File: src/rtl/pim_bus_slave.sv
// pim_bus_slave: PIM register window with command and result FIFOs (optional irq via PIM_BUS_SLAVE_IRQ_EN)
module pim_bus_slave #(
  parameter logic [31:0] PIM_CTRL         = 32'h4000_0010,
  parameter logic [31:0] PIM_R            = 32'h4000_0020,
  parameter logic [31:0] PIM_W_WEIGHT     = 32'h4000_0040,
  parameter logic [31:0] PIM_W_ACTIVATION = 32'h4000_0080,
  parameter int          CMD_DEPTH        = 4,
  parameter int          RES_DEPTH        = 4
) (
  input  logic        i_clk,
  input  logic        i_rst_n,
  input  logic [31:0] i_bus_addr,
  input  logic        i_bus_write,
  input  logic        i_bus_read,
  input  logic [3:0]  i_bus_size,
  input  logic [31:0] i_bus_wr_data,
  output logic [31:0] o_bus_rd_data,
  output logic        o_pim_cmd_valid,
  output logic        o_pim_cmd_type,
  output logic [3:0]  o_pim_cmd_sel,
  output logic [31:0] o_pim_cmd_data,
  input  logic        i_pim_cmd_ready,
  input  logic        i_pim_core_busy,
  input  logic        i_pim_res_valid,
  input  logic [31:0] i_pim_res_data,
  output logic        o_pim_res_ready
`ifdef PIM_BUS_SLAVE_IRQ_EN
  ,output logic       o_irq
`endif
);
  localparam int CW = $clog2(CMD_DEPTH);
  localparam int RW = $clog2(RES_DEPTH);
  logic [36:0] r_cmd_mem [CMD_DEPTH];
  logic [31:0] r_res_mem [RES_DEPTH];
  logic [CW-1:0] r_cmd_wp, r_cmd_rp;
  logic [RW-1:0] r_res_wp, r_res_rp;
  logic [CW:0] r_cmd_cnt, w_cmd_cnt_nx;
  logic [RW:0] r_res_cnt, w_res_cnt_nx;
  logic r_ovf, r_udf, r_szerr, r_res_ready, w_irq_en;
  logic [31:0] r_rd_data, w_status;
  logic w_wr, w_rd, w_ctrl_hit, w_res_hit, w_wgt_hit, w_act_hit, w_flush, w_clr;
  logic w_cmd_full, w_cmd_pop, w_cmd_req, w_cmd_push;
  logic w_res_empty, w_res_full, w_res_rd, w_res_pop, w_res_push;
  // a simultaneous write and read is a write; the read is ignored so read data holds
  assign w_wr       = i_bus_write;
  assign w_rd       = i_bus_read & ~i_bus_write;
  assign w_ctrl_hit = i_bus_addr == PIM_CTRL;
  assign w_res_hit  = i_bus_addr == PIM_R;
  assign w_wgt_hit  = (i_bus_addr & ~32'hF) == PIM_W_WEIGHT;
  assign w_act_hit  = (i_bus_addr & ~32'hF) == PIM_W_ACTIVATION;
  assign w_flush    = w_wr & w_ctrl_hit & i_bus_wr_data[0];
  assign w_clr      = w_wr & w_ctrl_hit & i_bus_wr_data[1];
  assign w_cmd_full = r_cmd_cnt == (CW+1)'(CMD_DEPTH);
  assign w_cmd_pop  = o_pim_cmd_valid & i_pim_cmd_ready;
  assign w_cmd_req  = w_wr & (w_wgt_hit | w_act_hit) & (i_bus_size == 4'hF);
  assign w_cmd_push = w_cmd_req & (~w_cmd_full | w_cmd_pop);
  assign w_res_empty = r_res_cnt == '0;
  assign w_res_full  = r_res_cnt == (RW+1)'(RES_DEPTH);
  assign w_res_rd    = w_rd & w_res_hit;
  assign w_res_pop   = w_res_rd & ~w_res_empty;
  // a full result FIFO still accepts a word when the bus pops in the same cycle
  assign w_res_push  = i_pim_res_valid & (~w_res_full | w_res_pop);
  assign w_cmd_cnt_nx = w_flush ? '0 : r_cmd_cnt + (CW+1)'(w_cmd_push) - (CW+1)'(w_cmd_pop);
  assign w_res_cnt_nx = w_flush ? '0 : r_res_cnt + (RW+1)'(w_res_push) - (RW+1)'(w_res_pop);
  assign o_pim_cmd_valid = r_cmd_cnt != '0;
  assign {o_pim_cmd_type, o_pim_cmd_sel, o_pim_cmd_data} = o_pim_cmd_valid ? r_cmd_mem[r_cmd_rp] : 37'd0;
  assign o_pim_res_ready = r_res_ready;
  assign o_bus_rd_data   = r_rd_data;
  assign w_status = {15'd0, w_irq_en, 4'(r_cmd_cnt), 4'(r_res_cnt), 3'd0,
                     r_szerr, r_udf, r_ovf, ~w_res_empty, o_pim_cmd_valid | i_pim_core_busy};
  always_ff @(posedge i_clk) begin
    if (w_cmd_push && !w_flush) r_cmd_mem[r_cmd_wp] <= {w_act_hit, i_bus_addr[3:0], i_bus_wr_data};
    if (w_res_push && !w_flush) r_res_mem[r_res_wp] <= i_pim_res_data;
  end
  always_ff @(posedge i_clk or negedge i_rst_n) begin
    if (!i_rst_n) begin
      r_cmd_wp    <= '0;
      r_cmd_rp    <= '0;
      r_cmd_cnt   <= '0;
      r_res_wp    <= '0;
      r_res_rp    <= '0;
      r_res_cnt   <= '0;
      r_res_ready <= 1'b1;
      r_ovf       <= 1'b0;
      r_udf       <= 1'b0;
      r_szerr     <= 1'b0;
      r_rd_data   <= '0;
    end else begin
      r_cmd_cnt   <= w_cmd_cnt_nx;
      r_res_cnt   <= w_res_cnt_nx;
      r_res_ready <= w_res_cnt_nx != (RW+1)'(RES_DEPTH);
      if (w_flush) begin
        r_cmd_wp <= '0;
        r_cmd_rp <= '0;
        r_res_wp <= '0;
        r_res_rp <= '0;
      end else begin
        if (w_cmd_push) r_cmd_wp <= r_cmd_wp + 1'b1;
        if (w_cmd_pop)  r_cmd_rp <= r_cmd_rp + 1'b1;
        if (w_res_push) r_res_wp <= r_res_wp + 1'b1;
        if (w_res_pop)  r_res_rp <= r_res_rp + 1'b1;
      end
      if (w_clr) begin
        r_ovf   <= 1'b0;
        r_udf   <= 1'b0;
        r_szerr <= 1'b0;
      end else begin
        if (w_cmd_req && w_cmd_full && !w_cmd_pop) r_ovf <= 1'b1;
        if (w_res_rd && w_res_empty) r_udf <= 1'b1;
        if (w_wr && (w_wgt_hit || w_act_hit) && i_bus_size != 4'hF) r_szerr <= 1'b1;
      end
      if (w_rd) r_rd_data <= w_ctrl_hit ? w_status : w_res_pop ? r_res_mem[r_res_rp] : '0;
    end
  end
`ifdef PIM_BUS_SLAVE_IRQ_EN
  logic r_irq_en, r_irq;
  assign w_irq_en = r_irq_en;
  assign o_irq    = r_irq;
  always_ff @(posedge i_clk or negedge i_rst_n) begin
    if (!i_rst_n) begin
      r_irq_en <= 1'b0;
      r_irq    <= 1'b0;
    end else begin
      if (w_wr && w_ctrl_hit) r_irq_en <= i_bus_wr_data[8];
      r_irq <= r_irq_en & (~w_res_empty | r_ovf | r_udf | r_szerr);
    end
  end
`else
  assign w_irq_en = 1'b0;
`endif
endmodule

File: config.mk
export PLATFORM = sky130hd
export DESIGN_NAME = pim_bus_slave
export DESIGN_NICKNAME = d
export VERILOG_FILES = /design/src/rtl/pim_bus_slave.sv
export SDC_FILE = /design/constraint.sdc
export NUM_CORES = 1
export LEC_CHECK = 0
export ABC_AREA = 1
export CAP_MARGIN = 20
export CORE_UTILIZATION = 55
export CTS_CLUSTER_DIAMETER = 150
export DETAILED_ROUTE_END_ITERATION = 6
export PLACE_DENSITY = 0.87
export SLEW_MARGIN = 10
export SYNTH_ARGS = -nofsm -noshare
export SYNTH_HDL_FRONTEND = slang
export SYNTH_SLANG_ARGS = --single-unit
File: constraint.sdc
create_clock -name i_clk -period 3.7 [get_ports i_clk]
set_input_delay 1.11 -clock i_clk [delete_from_list [all_inputs] [get_ports i_clk]]
set_output_delay 1.11 -clock i_clk [all_outputs]
set_load 0.01 [all_outputs]
==> metrics.md, run 1 <==
| Metric | Value |
|---|---|
| Status | `completed` |
| CP max FO | `40` |
| Clk_lat worst skew | `0.54 ns` |
| Setup violators final | `0` |
| DRC errors left | `0` |
| Register Area | `9540 um^2` |
| Sequential Power Share | `42.2%` |
| Fill count | `1,558` |
| CP Launch Type | `flip-flop` |
| Worst Max-Slew Pin Slew | `0.665 ns` |
| CTS Buf Count | `31` |
| Setup Skew | `0.0118 ns` |
| Max Cap Viol | `0` |
| # port buffers | `177` |
| Post-synthesis cell count | `1,129` |
| Hold_sp | `o_bus_rd_data[20]` |
| Max-slew headroom at the worst pin | `55.7%` |
| Post-Syn Area | `13,200 um^2` |
| Reg-to-Reg Start | `r_res_cnt[1]` |
| Drt pass-1 iters | `5` |
| Fmax | `280 MHz` |
| Hold Path End | `o_bus_rd_data[20]` |
| Cell Rows | `56` |
| DR vias/cell | `5.55` |
| Hold Path Class | `reg -> reg` |
| Clk buf depth | `3` |
| Final Max Tran Viols | `0` |
| Synth top cells by count | `295 x nor2_1, 276 x edfxtp_1, 122 x o21ai_0` |
| Cell Int Power | `7.55 mW` |
| Final Critical Period | `3.57 ns` |
| Top cells by area, synth | `edfxtp_1 63%, dfrtp_1 9.3%, nor2_1 8.4%, o21ai_0 4.6%, nand2_1 3.2%` |
| CTS tree | `done` |
| Final Hold Slack | `0.477 ns` |
| Sink Count | `326` |
| Maximum vdd drop | `0.502 mV` |
| Post-synthesis sequential area ratio | `72.0%` |
| Crit path kind | `reg -> out` |
| Period utilization | `96.6%` |
| Initial Util | `56.2%` |
| Core Box Area | `23,500 um^2` |
| Overall die height | `157 um` |
| Share of synthesized registers carrying an async set or reset | `15.3%` |
| GP Congestion | `0.854` |
| Most common cell in the netlist | `nor2_1` |
| Sw Ratio | `29.1%` |
| Main synth FF type | `edfxtp_1` |
| EDFF count, synth | `276` |
| GRT Total Usage | `24.7%` |
| Reg2Reg Setup Slack | `0.99 ns` |
| Final WS setup | `0.127 ns` |
| Post-synth cell types | `34` |
| Final hold violation count | `0` |
| Vias | `9,217` |
| Area of the multi-input gates | `3300 um^2` |
| Worst-path clk slew | `0.06 ns` |
| Leak | `6.15 nW` |
| Clock share of power | `29.6%` |
| Initial antenna violation count | `1` |
| Area grow syn2layout | `26.0%` |
| Routed Antenna Nets | `0` |
| Crit path required time | `2.59 ns` |
| Iteration-0 DRC Markers | `798` |
| Total grt overflow | `0` |
| Combinational power share | `28.1%` |
| First-pass GRT wire length | `47,200 um` |
| Die area | `24,700 um^2` |
| Worst reg-to-reg path cell count | `14` |
| Reg-to-reg endpoint | `o_pim_res_ready` |
| Data arrival, critical path | `2.46 ns` |
| Number of antenna diodes | `0` |
| Post-CTS Setup Bufs | `0` |
| Sw power | `3.10 mW` |
| Per-cell routed wire length | `18.3 um` |
| Die Width | `157 um` |
| Layout cells sized above 1 | `8.58%` |
| Vias in the first global route | `9,403` |
| Syn avg cell area | `11.7 um^2` |
| Nets | `1,442` |
| Pin count of the biggest net entering global routing | `76` |
| Total wire length | `30,400 um` |
| Top cell type's share of synthesized area | `62.6%` |
| Pre-CTS setup slack | `-0.0913 ns` |
| Syn Nets | `1,250` |
| IO Count | `178` |
| Resize count post-CTS | `0` |
| Post-DP HPWL | `18,300 um` |
| CP endpoint kind | `output port` |
| Hold path cells | `2` |
| YS warnings | `0` |
| RSZ-0062 raised after global routing | `no` |
| H-tree depth reported by CTS | `1` |
| Cell type with the highest aggregate area in the netlist | `edfxtp_1` |
| FF+latch count, synth | `326` |
| Root buf cell | `clkbuf_16` |
| Pwr per Cell Area | `639 nW/um^2` |
| Design Power | `10.7 mW` |
| CTS Hold Bufs | `0` |
-- sequential cells by signal, summed over array words and instances, names as in the netlist --
signal,flops
r_cmd_mem,148
r_res_mem,128
o_bus_rd_data,32
r_cmd_cnt,3
r_res_cnt,3
r_cmd_rp,2
r_cmd_wp,2
r_res_rp,2
r_res_wp,2
o_pim_res_ready,1
r_ovf,1
r_szerr,1
r_udf,1
-- cell usage in the layout, fill, tap and decap left out, drive strengths merged, types with 25 or more instances in the layout --
cell / instances
dfrtp: 49
inv: 55
clkdlybuf4s50: 176
a21oi: 49
nand3: 40
edfxtp: 276
o32ai: 25
clkbuf: 37
nor2: 300
nand2: 119
buf: 41
o21ai: 123
-- worst max-delay path: stages, from the launching register on --
cell	delay [ns]
dfrtp_2	0.43
inv_2	0.28
buf_12	0.24
o21ai_0	0.16
a21oi_1	0.23
clkdlybuf4s50_1	0.57
-- cell families (layout without fill, tap and decap cells) --
kind of cell	after synthesis	count (layout)	share of synthesized area, %
AO/OA/AOI/OAI	198	198	8.21
XOR/XNOR	4	4	0.265
adder cells (fa/ha/maj)	14	14	1.44
buffers and inverters	112	324	3.49
flip-flops	326	326	72.0
AND/OR/NAND/NOR	475	475	14.6
-- power groups by stage --
| stage | combinational (mW) | clock [mW] | sequential (mW) |
|---|---|---|---|
| 2_1_floorplan | 1.56 | 0 | 4.53 |
| 3_3_place_gp | 2.87 | 0 | 4.55 |
| 3_5_place_dp | 2.96 | 0 | 4.56 |
| 4_1_cts | 2.99 | 3.20 | 4.49 |
| 5_1_grt | 3.28 | 3.35 | 4.52 |
| 6_report | 3.00 | 3.16 | 4.50 |
-- cell type report --
cell class / count / area share [%]
repair buffers: 217 / 13.3
clock buffers: 37 / 4.84
well taps: 319 / 2.39
clock inverters: 16 / 1.26
flip-flops and latches: 326 / 57.2
multi-input cells: 691 / 19.8
inverters: 54 / 1.21
-- how the worst max path moves through the flow --
stage | from | to | slack (ns) | cells after the start
CTS | r_cmd_rp[0] | o_pim_cmd_data[8] | 0.15 | 5
detailed placement | i_bus_addr[27] | o_pim_res_ready | -0.09 | 17
global route | r_cmd_rp[0] | o_pim_cmd_data[8] | 0.05 | 5
global placement | i_bus_addr[27] | o_pim_res_ready | 0.03 | 17
finish | r_cmd_rp[0] | o_pim_cmd_data[8] | 0.13 | 5
floorplan | i_bus_addr[27] | r_cmd_mem[0][0] | -0.23 | 7
-- layer usage --
layer	up-vias	wire (um)	GRT usage [%]
met2	359	15800	45.3
met3	47	2430	4.54
met1	4510	11600	29.8
met4	2	534	7.03
met5	-	13	0
li1	4299	-	-
-- through the flow --
stage	util, %	std cells	area [um^2]	setup TNS, ns
after global routing	70.9	1660	16700	0
after floorplan	-	1129	13300	-34.21
after detailed placement	66.5	1606	15600	-0.153
final	70.9	1660	16700	0
after global placement	66.5	1606	15600	0
after CTS	70.8	1659	16700	0
Note: power is estimated with default switching activity, not from simulation.
==> inputs of run 2 (changes only) <==
--- a/config.mk
+++ b/config.mk
@@ -7,10 +7,10 @@
 export LEC_CHECK = 0
 export ABC_AREA = 1
 export CAP_MARGIN = 20
-export CORE_UTILIZATION = 55
+export CORE_UTILIZATION = 50
 export CTS_CLUSTER_DIAMETER = 150
 export DETAILED_ROUTE_END_ITERATION = 6
-export PLACE_DENSITY = 0.87
+export PLACE_DENSITY = 0.84
 export SLEW_MARGIN = 10
 export SYNTH_ARGS = -nofsm -noshare
 export SYNTH_HDL_FRONTEND = slang
==> constraint.sdc (replaced) <==
create_clock -name i_clk -period 2.9 [get_ports i_clk]
set_input_delay 0.87 -clock i_clk [delete_from_list [all_inputs] [get_ports i_clk]]
set_output_delay 0.87 -clock i_clk [all_outputs]
set_load 0.01 [all_outputs]
==> metrics.md, run 2 (same netlist as run 1, synthesis figures left out) <==
| Metric | Value |
|---|---|
| CP max FO | `10 (-75%)` |
| Total grt overflow | `0 (unchanged)` |
| GP Congestion | `0.866 (+1.4%)` |
| Final Critical Period | `2.90 ns` |
| Fin util | `66.2% (-4.7 points)` |
| Post-DP HPWL | `19,700 um (+7.5%)` |
| Max-slew headroom at the worst pin | `54.1% (-1.6 points)` |
| CTS tree | `done` |
| Max Cap Viol | `0 (unchanged)` |
| Maximum vdd drop | `0.626 mV (+25%)` |
| Fill count | `1,803 (+16%)` |
| Status | `completed` |
| Layout cells sized above 1 | `14.2% (+5.7 points)` |
| RSZ-0062 raised after global routing | `yes` |
| # port buffers | `177 (unchanged)` |
| Vias in the first global route | `9,884 (+5.1%)` |
| Crit path required time | `2.03 ns (-0.56 ns)` |
| Core Box Area | `26,000 um^2 (+10%)` |
| WL met2 | `17,500 um (+10%)` |
| Worst reg-to-reg path cell count | `13 (-1)` |
| Crit path kind | `reg -> out` |
| Total wire length | `33,600 um (+10%)` |
| Setup violators final | `0 (unchanged)` |
| Metal1 wirelength | `12,600 um (+8.6%)` |
| Area of the multi-input gates | `3380 um^2 (+2.2%)` |
| Die Width | `165 um (+4.8%)` |
| Initial antenna violation count | `1 (unchanged)` |
| Worst-path clk slew | `0.06 ns (about the same)` |
| Leak | `6.55 nW (+6.6%)` |
| Design Power | `13.7 mW (+28%)` |
| Reg-to-reg endpoint | `r_cmd_cnt[2]` |
| Pin count of the biggest net entering global routing | `67 (-12%)` |
| Commonest non-fill, non-tap cell in the layout | `edfxtp_1` |
| Die area | `27,100 um^2 (+9.9%)` |
| Fmax | `345 MHz` |
| Register Area | `9550 um^2 (about the same)` |
| Initial Util | `51.0% (-5.3 points)` |
| Hold Path Class | `in -> async` |
| Routed Antenna Nets | `0 (unchanged)` |
| CTS Buf Count | `34 (+9.7%)` |
| GRT Total Usage | `25.0% (+0.27 points)` |
| DR vias/cell | `5.60 (+0.77%)` |
| H-tree depth reported by CTS | `2 (+1)` |
| Setup Skew | `0.0214 ns (+0.00961 ns)` |
| Clk buf depth | `3 (unchanged)` |
| Final hold violation count | `0 (unchanged)` |
| Metal3 WL | `2700 um (+11%)` |
| Largest register FFs | `148 (unchanged)` |
| Overall die height | `165 um (+4.8%)` |
| Clk_lat worst skew | `0.52 ns (-0.02 ns)` |
| Largest Register | `r_cmd_mem` |
| CP Launch Type | `flip-flop` |
| CTS Hold Bufs | `0 (unchanged)` |
| IO Count | `178 (unchanged)` |
| Nets | `1,488 (+3.2%)` |
| Per-cell routed wire length | `19.4 um (+6.1%)` |
| Sink Count | `326 (unchanged)` |
| Vias | `9,663 (+4.8%)` |
| Final Max Tran Viols | `0 (unchanged)` |
| Drt pass-1 iters | `7 (+2)` |
| DRC errors left | `0 (unchanged)` |
| Top sig layer | `met4` |
| Worst Max-Slew Pin Slew | `0.689 ns (+0.0243 ns)` |
| Root buf cell | `clkbuf_16` |
| Reg-to-Reg Start | `r_cmd_cnt[2]` |
| Cell Rows | `59 (+5.4%)` |
| Iteration-0 DRC Markers | `915 (+15%)` |
| Pwr per Cell Area | `794 nW/um^2 (+24%)` |
| Most frequent cells in the layout | `276 x edfxtp_1, 275 x nor2_1, 127 x clkdlybuf4s50_1` |
| First-pass GRT wire length | `51,500 um (+9.1%)` |
| CP endpoint kind | `output port` |
| Area grow syn2layout | `29.9%` |
| Period utilization | `99.9%` |
| Data arrival, critical path | `2.03 ns (-0.43 ns)` |
| Reg2Reg Setup Slack | `0.38 ns (-0.61 ns)` |
-- run 2: cell types whose count changed in the layout (fill, tap and decap cells not counted), sizes merged --
cell / before / now
dlymetal6s2s: 0 / 11
bufinv: 5 / 0
bufbuf: 0 / 2
clkdlybuf4s50: 176 / 127
clkinv: 9 / 11
clkbuf: 37 / 58
dlygate4sd2: 0 / 9
clkdlybuf4s15: 0 / 12
inv: 55 / 56
diode: 0 / 1
buf: 41 / 87
-- run 2: what timing repair did --
| action | in CTS | in global routing |
|---|---|---|
| setup buffers | 6 | 7 |
| resized for setup | 69 | 69 |
| pin swaps | 7 | 17 |
| endpoints found under the setup margin | 42 | 37 |
| cloned | 4 | 0 |
-- run 2: worst max path at each step --
stage / start / endpoint / slack [ns] / cells after the start
3_5_place_dp: i_bus_addr[29] / o_pim_res_ready / -0.70 / 17
6_report: r_cmd_cnt[2] / o_pim_cmd_data[30] / 0.004 / 5
2_1_floorplan: i_bus_addr[27] / r_cmd_mem[0][0] / -0.26 / 7
4_1_cts: r_cmd_cnt[2] / o_pim_cmd_data[17] / -0.004 / 5
5_1_grt: i_bus_addr[1] / o_pim_res_ready / -0.11 / 17
3_3_place_gp: i_bus_addr[27] / o_pim_res_ready / -0.54 / 17
-- run 2: critical path, cell delays in order, from the launching register on --
cell and delay (ns):
dfrtp_1 0.39, or2_4 0.27, nor2_4 0.17, bufbuf_16 0.32, a21oi_1 0.06, dlygate4sd2_1 0.30
-- run 2: metrics by stage --
stage / instance area [um^2] / std cells / TNS, ns / worst slack, ns / hold WS, ns
2_1_floorplan: 13300 / 1129 / -38.89 / -0.262 / 0.465
3_3_place_gp: 15900 / 1649 / -24.56 / -0.543 / 0.465
3_5_place_dp: 15900 / 1649 / -43.80 / -0.703 / 0.465
4_1_cts: 17100 / 1719 / -0.00639 / -0.00387 / 0.328
5_1_grt: 17200 / 1727 / -0.835 / -0.107 / 0.358
6_report: 17200 / 1727 / 0 / 0.00385 / 0.332
-- run 2: layer usage --
layer / vias up / GRT usage (%)
li1: 4402 / -
met1: 4710 / 30.5
met2: 472 / 44.6
met3: 79 / 4.70
met4: 0 / 8.30
met5: - / 0
-- run 2: area by class of cell --
cell class | count | area share, %
antenna | 1 | 0.0145
clock buffer | 46 | 5.21
clock inverter | 14 | 0.626
inverter | 54 | 1.18
multi-input combinational | 691 | 19.6
sequential | 326 | 55.5
tap | 335 | 2.44
timing repair buffer | 260 | 15.4
-- run 2: report_power, final --
| group | internal, mW | switching (mW) | total (mW) |
|---|---|---|---|
| Clock | 2.20 | 1.76 | 3.96 |
| Sequential | 5.57 | 0.181 | 5.75 |
| Combinational | 1.67 | 2.29 | 3.96 |
==> inputs of run 3 (changes only) <==
--- a/config.mk
+++ b/config.mk
@@ -7,10 +7,11 @@
 export LEC_CHECK = 0
 export ABC_AREA = 1
 export CAP_MARGIN = 20
-export CORE_UTILIZATION = 50
+export CORE_UTILIZATION = 35
 export CTS_CLUSTER_DIAMETER = 150
 export DETAILED_ROUTE_END_ITERATION = 6
-export PLACE_DENSITY = 0.84
+export DONT_BUFFER_PORTS = 1
+export PLACE_DENSITY = 0.58
 export SLEW_MARGIN = 10
 export SYNTH_ARGS = -nofsm -noshare
 export SYNTH_HDL_FRONTEND = slang
==> metrics.md, run 3 (same netlist as run 1, synthesis figures left out) <==
| Metric | Value |
|---|---|
| Iteration-0 DRC Markers | `336 (-63%)` |
| Worst path max stage delay | `0.41 ns (+0.02 ns)` |
| CP max FO | `19 (+9)` |
| Pin count of the biggest net entering global routing | `67 (unchanged)` |
| CTS tree | `done` |
| Per-cell routed wire length | `18.4 um (-5.2%)` |
| Cell Rows | `70 (+19%)` |
| Fill count | `3,472 (+93%)` |
| CP bufs+invs | `2 (unchanged)` |
| Final Critical Period | `2.84 ns (-0.0550 ns)` |
| CTS Buf Count | `36 (+5.9%)` |
| Clk buf depth | `3 (unchanged)` |
| DR vias/cell | `4.85 (-13%)` |
| Largest Register | `r_cmd_mem` |
| Hold Path Class | `in -> async` |
| H-tree depth reported by CTS | `2 (unchanged)` |
| Reg-to-Reg Start | `r_res_cnt[1]` |
| Fmax | `352 MHz (+1.9%)` |
| Core Box Area | `37,000 um^2 (+42%)` |
| Root buf cell | `clkbuf_16` |
| Initial Util | `35.8% (-15 points)` |
| RSZ-0062 raised after global routing | `yes` |
| Die Width | `197 um (+19%)` |
| Layout cells sized above 1 | `13.0% (-1.2 points)` |
| First-pass GRT wire length | `48,200 um (-6.6%)` |
| Initial antenna violation count | `0 (-1)` |
| Commonest non-fill, non-tap cell in the layout | `nor2_1` |
| Sw Ratio | `30.3% (-0.69 points)` |
| Drt pass-1 iters | `5 (-2)` |
| Worst-path clk slew | `0.06 ns (about the same)` |
| Largest register FFs | `148 (unchanged)` |
| CP max stage cell | `dfrtp_1` |
| Max Cap Viol | `0 (unchanged)` |
| Design area | `15,700 um^2 (-9.0%)` |
| Status | `completed` |
| CP endpoint kind | `output port` |
| # port buffers | `0 (-100%)` |
| GP Congestion | `0.789 (-8.9%)` |
| Total wire length | `31,500 um (-6.2%)` |
| IO Count | `178 (unchanged)` |
| Design Power | `13.5 mW (-1.2%)` |
| Vias in the first global route | `8,324 (-16%)` |
| Area after DPL | `14,300 um^2 (-10%)` |
| Clk_lat worst skew | `0.53 ns (about the same)` |
| Routed Antenna Nets | `0 (unchanged)` |
| Total grt overflow | `0 (unchanged)` |
| Sw power | `4.09 mW (-3.4%)` |
| Maximum vdd drop | `0.533 mV (-15%)` |
| Most frequent cells in the layout | `287 x nor2_1, 276 x edfxtp_1, 122 x o21ai_0` |
| Crit path kind | `reg -> out` |
| Area grow syn2layout | `18.2%` |
| Setup Skew | `0.0223 ns (+0.000963 ns)` |
| Crit path to | `o_pim_cmd_data[23]` |
| Final hold violation count | `0 (unchanged)` |
| WP depth | `5 (unchanged)` |
| Worst reg-to-reg path cell count | `14 (+1)` |
| Reg-to-reg endpoint | `o_pim_res_ready` |
| Reg2Reg Setup Slack | `0.52 ns (+0.14 ns)` |
| Setup violators final | `0 (unchanged)` |
| Worst Max-Slew Pin Slew | `0.691 ns (+0.00200 ns)` |
| Clock share of power | `31.9% (+2.9 points)` |
| DRC errors left | `0 (unchanged)` |
| Pwr per Cell Area | `863 nW/um^2 (+8.6%)` |
| Combinational power share | `25.4% (-3.6 points)` |
| Final Hold Slack | `0.0385 ns (-0.294 ns)` |
| Worst-path cell chain | `or2_2, nor2_4, buf_12, bufbuf_16, a21oi_1` |
| Final Max Tran Viols | `0 (unchanged)` |
| Nets | `1,300 (-13%)` |
| Crit path required time | `2.03 ns (about the same)` |
| Max-slew headroom at the worst pin | `53.9% (-0.13 points)` |
| Vias | `8,288 (-14%)` |
| Leak | `5.72 nW (-13%)` |
| Sequential Power Share | `42.7% (+0.6 points)` |
| CP startpoint | `r_cmd_cnt[2]` |
| Period utilization | `98.0% (-1.9 points)` |
| Cell Int Power | `9.42 mW (-0.19%)` |
| Die area | `38,600 um^2 (+42%)` |
| Data arrival, critical path | `1.97 ns (-0.06 ns)` |
| CP Launch Type | `flip-flop` |
| Overall die height | `197 um (+19%)` |
| Sink Count | `326 (unchanged)` |
| Number of antenna diodes | `0 (-1)` |
| GRT Total Usage | `16.3% (-8.7 points)` |
| Post-DP HPWL | `18,300 um (-6.7%)` |
| Top Family by Delay on Critical Path | `simple AND/OR/NAND/NOR gates` |
[run 3: area by class of cell]
| class | instances | area [um^2] | area share (%) |
|---|---|---|---|
| multi-input combinational | 691 | 3330 | 21.3 |
| inverter | 54 | 210 | 1.34 |
| timing repair buffer | 70 | 825 | 5.27 |
| clock inverter | 15 | 144 | 0.919 |
| tap | 504 | 631 | 4.03 |
| clock buffer | 48 | 966 | 6.17 |
| sequential | 326 | 9550 | 61.0 |
[run 3: how the worst min path moves through the flow]
stage,end,slack [ns],cells after the start
floorplan,r_szerr,0.47,2
global placement,r_szerr,0.50,2
detailed placement,r_szerr,0.50,2
CTS,r_res_rp[0],0.0003,0
global route,o_bus_rd_data[3],0.002,0
finish,o_bus_rd_data[10],0.04,0
[run 3: repair_timing]
item | CTS | global route
gates resized for setup | 5 | 8
hold buffers | 0 | 2
hold endpoints to repair | 0 | 18
cloned | 2 | 2
setup endpoints to repair | 22 | 33
setup buffers | 2 | 4
[run 3: per-layer routing]
layer / routed length, um / up-vias / track usage (%)
li1: - / 4018 / -
met1: 13500 / 4041 / 20.0
met2: 14800 / 188 / 26.9
met3: 2630 / 41 / 6.33
met4: 578 / 0 / 4.43
met5: 0 / - / 0
[run 3: power by group through the flow]
stage	Clock [mW]	Combinational [mW]	Sequential, mW
after floorplan	0	2.02	5.78
after global placement	0	3.14	5.84
after detailed placement	0	3.16	5.85
after CTS	4.43	3.34	5.77
after global routing	4.61	3.83	5.81
final	4.31	3.43	5.76
[run 3: through the flow]
step | worst slack (ns) | utilization (%) | TNS [ns] | instances
6_report | 0.0588 | 42.3 | 0 | 1708
5_1_grt | -0.0209 | 42.3 | -0.0322 | 1708
4_1_cts | -0.0225 | 42.0 | -0.195 | 1700
3_5_place_dp | -0.138 | 38.7 | -0.387 | 1633
3_3_place_gp | -0.0793 | 38.7 | -0.226 | 1633
2_1_floorplan | -0.262 | - | -38.89 | 1129
